## src/rtl/seg_pkg.sv

```systemverilog
// Shared constants and helpers for the seven-segment display path:
// off pattern, first-digit select, hex-to-segment table and a one-hot test.
package seg_pkg;

   localparam logic [7:0] SEG_OFF   = 8'h00;
   localparam logic [3:0] ONEHOT_D0 = 4'b0001;

   // Segment order is {g,f,e,d,c,b,a}, active-high.
   function automatic logic [6:0] hex_to_seg(input logic [3:0] nibble);
      logic [6:0] code;
      case (nibble)
         4'h0: code = 7'h3F;
         4'h1: code = 7'h06;
         4'h2: code = 7'h5B;
         4'h3: code = 7'h4F;
         4'h4: code = 7'h66;
         4'h5: code = 7'h6D;
         4'h6: code = 7'h7D;
         4'h7: code = 7'h07;
         4'h8: code = 7'h7F;
         4'h9: code = 7'h6F;
         4'hA: code = 7'h77;
         4'hB: code = 7'h7C;
         4'hC: code = 7'h39;
         4'hD: code = 7'h5E;
         4'hE: code = 7'h79;
         default: code = 7'h71;
      endcase
      return code;
   endfunction

   function automatic logic is_onehot4(input logic [3:0] v);
      return (v != 4'd0) && ((v & (v - 4'd1)) == 4'd0);
   endfunction

endpackage

```

## src/rtl/seg_hex_decode.sv

```systemverilog
// Combinational hex nibble to a-g segment decoder.
module seg_hex_decode
   import seg_pkg::*;
(
   input  logic [3:0] nibble,
   output logic [6:0] segs
);

   assign segs = hex_to_seg(nibble);

endmodule

```

## src/rtl/seg_digit_driver.sv

```systemverilog
// Four-digit seven-segment pin driver: frame-synchronous double buffering,
// anti-ghosting blank gap after each digit change, optional leading-zero blanking.
module seg_digit_driver
   import seg_pkg::*;
#(
   parameter int unsigned BLANK_CYC      = 2,
   parameter bit          LZ_BLANK       = 1'b1,
   parameter bit          SEG_ACTIVE_LOW = 1'b0
) (
   input  logic        clk,
   input  logic        rst,
   input  logic [3:0]  st,
   input  logic [15:0] data_in,
   input  logic [3:0]  dp_in,
   input  logic        load,
   output logic [7:0]  seg,
   output logic [3:0]  dig,
   output logic        pending
);

   localparam logic [3:0] BLANK_INIT = 4'(BLANK_CYC);
   localparam logic [7:0] SEG_RST    = SEG_ACTIVE_LOW ? ~SEG_OFF : SEG_OFF;
   localparam logic [3:0] DIG_RST    = SEG_ACTIVE_LOW ? 4'hF : 4'h0;

   logic [3:0]  st_q;
   logic [3:0]  blank_cnt;
   logic [15:0] shadow_data, active_data;
   logic [3:0]  shadow_dp, active_dp;
   logic        pending_q;
   logic [7:0]  seg_q;
   logic [3:0]  dig_q;

   logic        sel_valid, change, frame;
   logic [1:0]  idx;
   logic [3:0]  nibble;
   logic [6:0]  hex_segs;
   logic        lz_hide;
   logic [7:0]  seg_n;
   logic [3:0]  dig_n;

   assign sel_valid = is_onehot4(st_q);
   assign change    = (st != st_q);
   // An invalid previous select never opens a frame, so garbage scans cannot swap buffers.
   assign frame     = sel_valid && (st_q != ONEHOT_D0) && (st == ONEHOT_D0);

   always_comb begin
      idx = 2'd0;
      if (st_q[1]) idx = 2'd1;
      if (st_q[2]) idx = 2'd2;
      if (st_q[3]) idx = 2'd3;
   end

   assign nibble = active_data[{idx, 2'b00} +: 4];

   seg_hex_decode u_hex (
      .nibble (nibble),
      .segs   (hex_segs)
   );

   always_comb begin
      lz_hide = 1'b0;
      case (idx)
         2'd3:    lz_hide = (active_data[15:12] == 4'd0);
         2'd2:    lz_hide = (active_data[15:8]  == 8'd0);
         2'd1:    lz_hide = (active_data[15:4]  == 12'd0);
         default: lz_hide = 1'b0;
      endcase
      lz_hide = lz_hide && LZ_BLANK;
   end

   always_comb begin
      seg_n = SEG_OFF;
      dig_n = 4'd0;
      if (sel_valid && (blank_cnt == 4'd0)) begin
         dig_n = st_q;
         seg_n = {active_dp[idx], lz_hide ? 7'd0 : hex_segs};
      end
   end

   // load is a single-cycle strobe with no back-pressure; the shadow always accepts it.
   always_ff @(posedge clk) begin
      if (rst) begin
         st_q        <= 4'd0;
         blank_cnt   <= 4'd0;
         shadow_data <= 16'd0;
         shadow_dp   <= 4'd0;
         active_data <= 16'd0;
         active_dp   <= 4'd0;
         pending_q   <= 1'b0;
         seg_q       <= SEG_RST;
         dig_q       <= DIG_RST;
      end else begin
         st_q <= st;
         if (change)
            blank_cnt <= BLANK_INIT;
         else if (blank_cnt != 4'd0)
            blank_cnt <= blank_cnt - 4'd1;

         if (frame && pending_q) begin
            active_data <= shadow_data;
            active_dp   <= shadow_dp;
         end
         if (load) begin
            shadow_data <= data_in;
            shadow_dp   <= dp_in;
            pending_q   <= 1'b1;
         end else if (frame && pending_q) begin
            pending_q   <= 1'b0;
         end

         seg_q <= SEG_ACTIVE_LOW ? ~seg_n : seg_n;
         dig_q <= SEG_ACTIVE_LOW ? ~dig_n : dig_n;
      end
   end

   assign seg     = seg_q;
   assign dig     = dig_q;
   assign pending = pending_q;

endmodule

```

## config.mk

```make
export PLATFORM = sky130hd
export DESIGN_NAME = seg_digit_driver
export DESIGN_NICKNAME = d
export VERILOG_FILES = /design/src/rtl/seg_pkg.sv /design/src/rtl/seg_hex_decode.sv /design/src/rtl/seg_digit_driver.sv
export SDC_FILE = /design/constraint.sdc
export NUM_CORES = 1
export LEC_CHECK = 0
export ABC_AREA = 0
export CAP_MARGIN = 10
export CORE_ASPECT_RATIO = 0.7
export CORE_MARGIN = 3
export CORE_UTILIZATION = 31
export CTS_CLUSTER_DIAMETER = 60
export DETAILED_ROUTE_END_ITERATION = 8
export SLEW_MARGIN = 0
export SYNTH_ARGS = -nofsm -noshare
export SYNTH_HDL_FRONTEND = slang
export SYNTH_HIERARCHICAL = 1
export SYNTH_SLANG_ARGS = --single-unit
```

## constraint.sdc

```tcl
create_clock -name clk -period 2.94 [get_ports clk]
set_clock_uncertainty 0.2 [all_clocks]
set_input_delay 0.588 -clock clk [delete_from_list [all_inputs] [get_ports clk]]
set_output_delay 0.588 -clock clk [all_outputs]
set_load 0.02 [all_outputs]
```

==> impl_metrics.json <==
{
  "outcome": "finished, final reports clean",
  "drt_wl_total_um": 6010,
  "core_area_sq_mm": 0.00855,
  "antenna_cells": 0,
  "hold_path.class": "reg2reg",
  "p_leak_nw": 1.32,
  "h-tree-depth": 3,
  "drc": 0,
  "drive_gt1_frac": 0.0946,
  "syn_avg_cell_area_sq_um": 8.97,
  "async_flop_share": 0,
  "cp-start-kind": "flop",
  "antenna_found_initial": 0,
  "dieWidth_um": 119,
  "synth_edf_count": 0,
  "yosysWarnings": 6,
  "placedCellCount": 453,
  "postSynthCellCount": 307,
  "clock-root-buffer": "clkbuf_16",
  "rsz0062_at_grt": "no",
  "syn_area_sq_mm": 0.00275,
  "io_buffers": 39,
  "area_growth_pct": 27.5,
  "cts_tree": "done",
  "row_count": 28,
  "synth_area_leader_cell": "dfxtp_1",
  "fp.dieH_um": 84.8,
  "synthTopCellsByArea": "dfxtp_1, mux2i_1, a21oi_1",
  "relSlewSlack": 0.496,
  "gr-total-overflow": 0,
  "peakVddDrop_mv": 0.254,
  "ys_seq_elements": 61,
  "drv_slew": 0,
  "setup_ws_ps": 384,
  "initial_core_util": 0.322,
  "firstDrtPassIters": 4,
  "vias": 2224,
  "initialDrtViolationCount": 72,
  "ys_seq_area_frac": 0.444,
  "yosysMostFrequentCell": "dfxtp_1",
  "grt_max_degree": 48,
  "dieArea_sq_mm": 0.0101,
  "tns_ps": 0,
  "cts_sinks": 61,
  "arrival_ps": 2550,
  "setup_violations": 0,
  "cp_max_fo": 4,
  "min_period_over_period": 0.869,
  "syn_nets": 341,
  "synth_top_cell_area_share": 0.444,
  "first_global_vias": 2074,
  "place_hpwl_um": 4060,
  "worst_slew_pin_slew_ps": 756,
  "clk_pin_slew_ps": 50,
  "cts_hold_buf": 0,
  "place_congestion": 0.756,
  "dp_slack_ps": 266,
  "globalRouteTotalUtil": 0.127,
  "power_per_cell_area_mw_per_mm2": 573,
  "fin_crit_ps": 2560,
  "cap_violations": 0,
  "hold_viol": 0,
  "wire_per_inst_um": 12.8,
  "max_freq_mhz": 391,
  "ys.flop_type": "dfxtp_1",
  "via_per_inst": 4.74,
  "cts_max_path_buffers": 2,
  "required_ps": 2930,
  "synth_common_cells": "dfxtp_1, nor2_1, a21oi_1, mux2i_1, o21ai_0",
  "ant_nets": 0,
  "clk_latency_ps": 330,
  "fillers": 891,
  "post-route-util": 0.410,
  "multi_input_area_sq_mm": 0.00136,
  "holdWs_ps": 267,
  "end_kind": "flop",
  "crit_type": "reg2reg",
  "grt_pass1_wl_um": 10000,
  "nets": 378,
  "numCtsBuffers": 9,
  "fin_cells": 469,
  "seqCellArea_sq_mm": 0.00122,
  "synthDistinctLibCells": 40,
  "ios": 40
}
critical path: stages (launching register included):
cell and delay (ps):
dfxtp_1 410, mux2i_1 100, nor2_1 90, a21oi_1 40
o21ai_0 400, inv_1 200, ha_1 350, mux4_1 500
nand3_1 80, nor2_1 40
what timing repair did:
item	CTS	global route
endpoints found under the hold margin	0	0
buffers inserted	0	0
gates resized for setup	0	1
endpoints found under the setup margin	0	1
path summary, 6_finish.rpt:
path         cells past startpoint  slack [ps]                          from                           end
max                              9         380            st_q[1]$_SDFF_PP0_             seg[3]$_SDFF_PP0_
max reg2reg                      9         380            st_q[1]$_SDFF_PP0_             seg[3]$_SDFF_PP0_
min reg2reg                      2         270  shadow_data[12]$_SDFFE_PP0P_  active_data[12]$_SDFFE_PP0P_
min                              2         270  shadow_data[12]$_SDFFE_PP0P_  active_data[12]$_SDFFE_PP0P_
layer usage:
metal,global-route usage,vias up,share of wire
met5,0,-,0
met4,0.0631,0,0.021
met3,0.0546,10,0.059
met2,0.175,48,0.39
met1,0.169,1021,0.53
li1,-,1145,-
cells by family (layout without fill, tap and decap cells):
kind of cell,Yosys count,in the layout,synth area share
xor+xnor,6,6,0.0191
buf+inv,31,73,0.0618
flops,61,61,0.444
simple gates,103,103,0.189
fa+ha+maj,7,7,0.0318
compound gates,67,67,0.131
mux,32,32,0.124
cell type report:
cell class / instances / area share
multi-input cells: 215 / 0.388
flip-flops and latches: 61 / 0.348
repair buffers: 51 / 0.137
clock buffers: 15 / 0.0763
well taps: 120 / 0.0428
inverters: 6 / 0.00642
clock inverters: 1 / 0.00143
sequential cells by signal, indices dropped and copies added (netlist names):
signal,flops
active_data,16
active_dp,4
blank_cnt,4
dig,4
pending,1
seg,8
shadow_data,16
shadow_dp,4
st_q,4
where the power goes:
| group | total, mW | switching (mW) | internal (mW) |
|---|---|---|---|
| registers | 0.873 | 0.0179 | 0.855 |
| clock network | 0.960 | 0.345 | 0.614 |
| logic | 0.176 | 0.0925 | 0.0837 |
| total | 2.01 | 0.456 | 1.55 |
metrics by stage:
step	instance area [sq um]	power (mW)
floorplan	2750	1.00
global placement	3240	1.06
finish	3510	2.01
detailed placement	3240	1.07
CTS	3510	2.05
global route	3510	2.09
layout by cell type, fill, tap and decap left out, types with 2 or more instances in the layout:
cell,count
xor2_1,6
clkbuf_16,9
and3_1,4
nor3_1,5
nor2_1,35
ha_1,7
nor4_1,3
nor4b_1,2
dfxtp_1,61
clkdlybuf4s50_1,39
clkbuf_8,2
nor2b_1,5
inv_1,6
a21oi_1,31
nand2b_1,2
mux2_2,3
nand3_1,27
nand2_1,11
mux2i_1,28
clkbuf_1,4
nor3_2,2
o21ai_1,2
buf_4,12
o21ai_0,27
No activity file was read; power rests on OpenSTA's default activity.
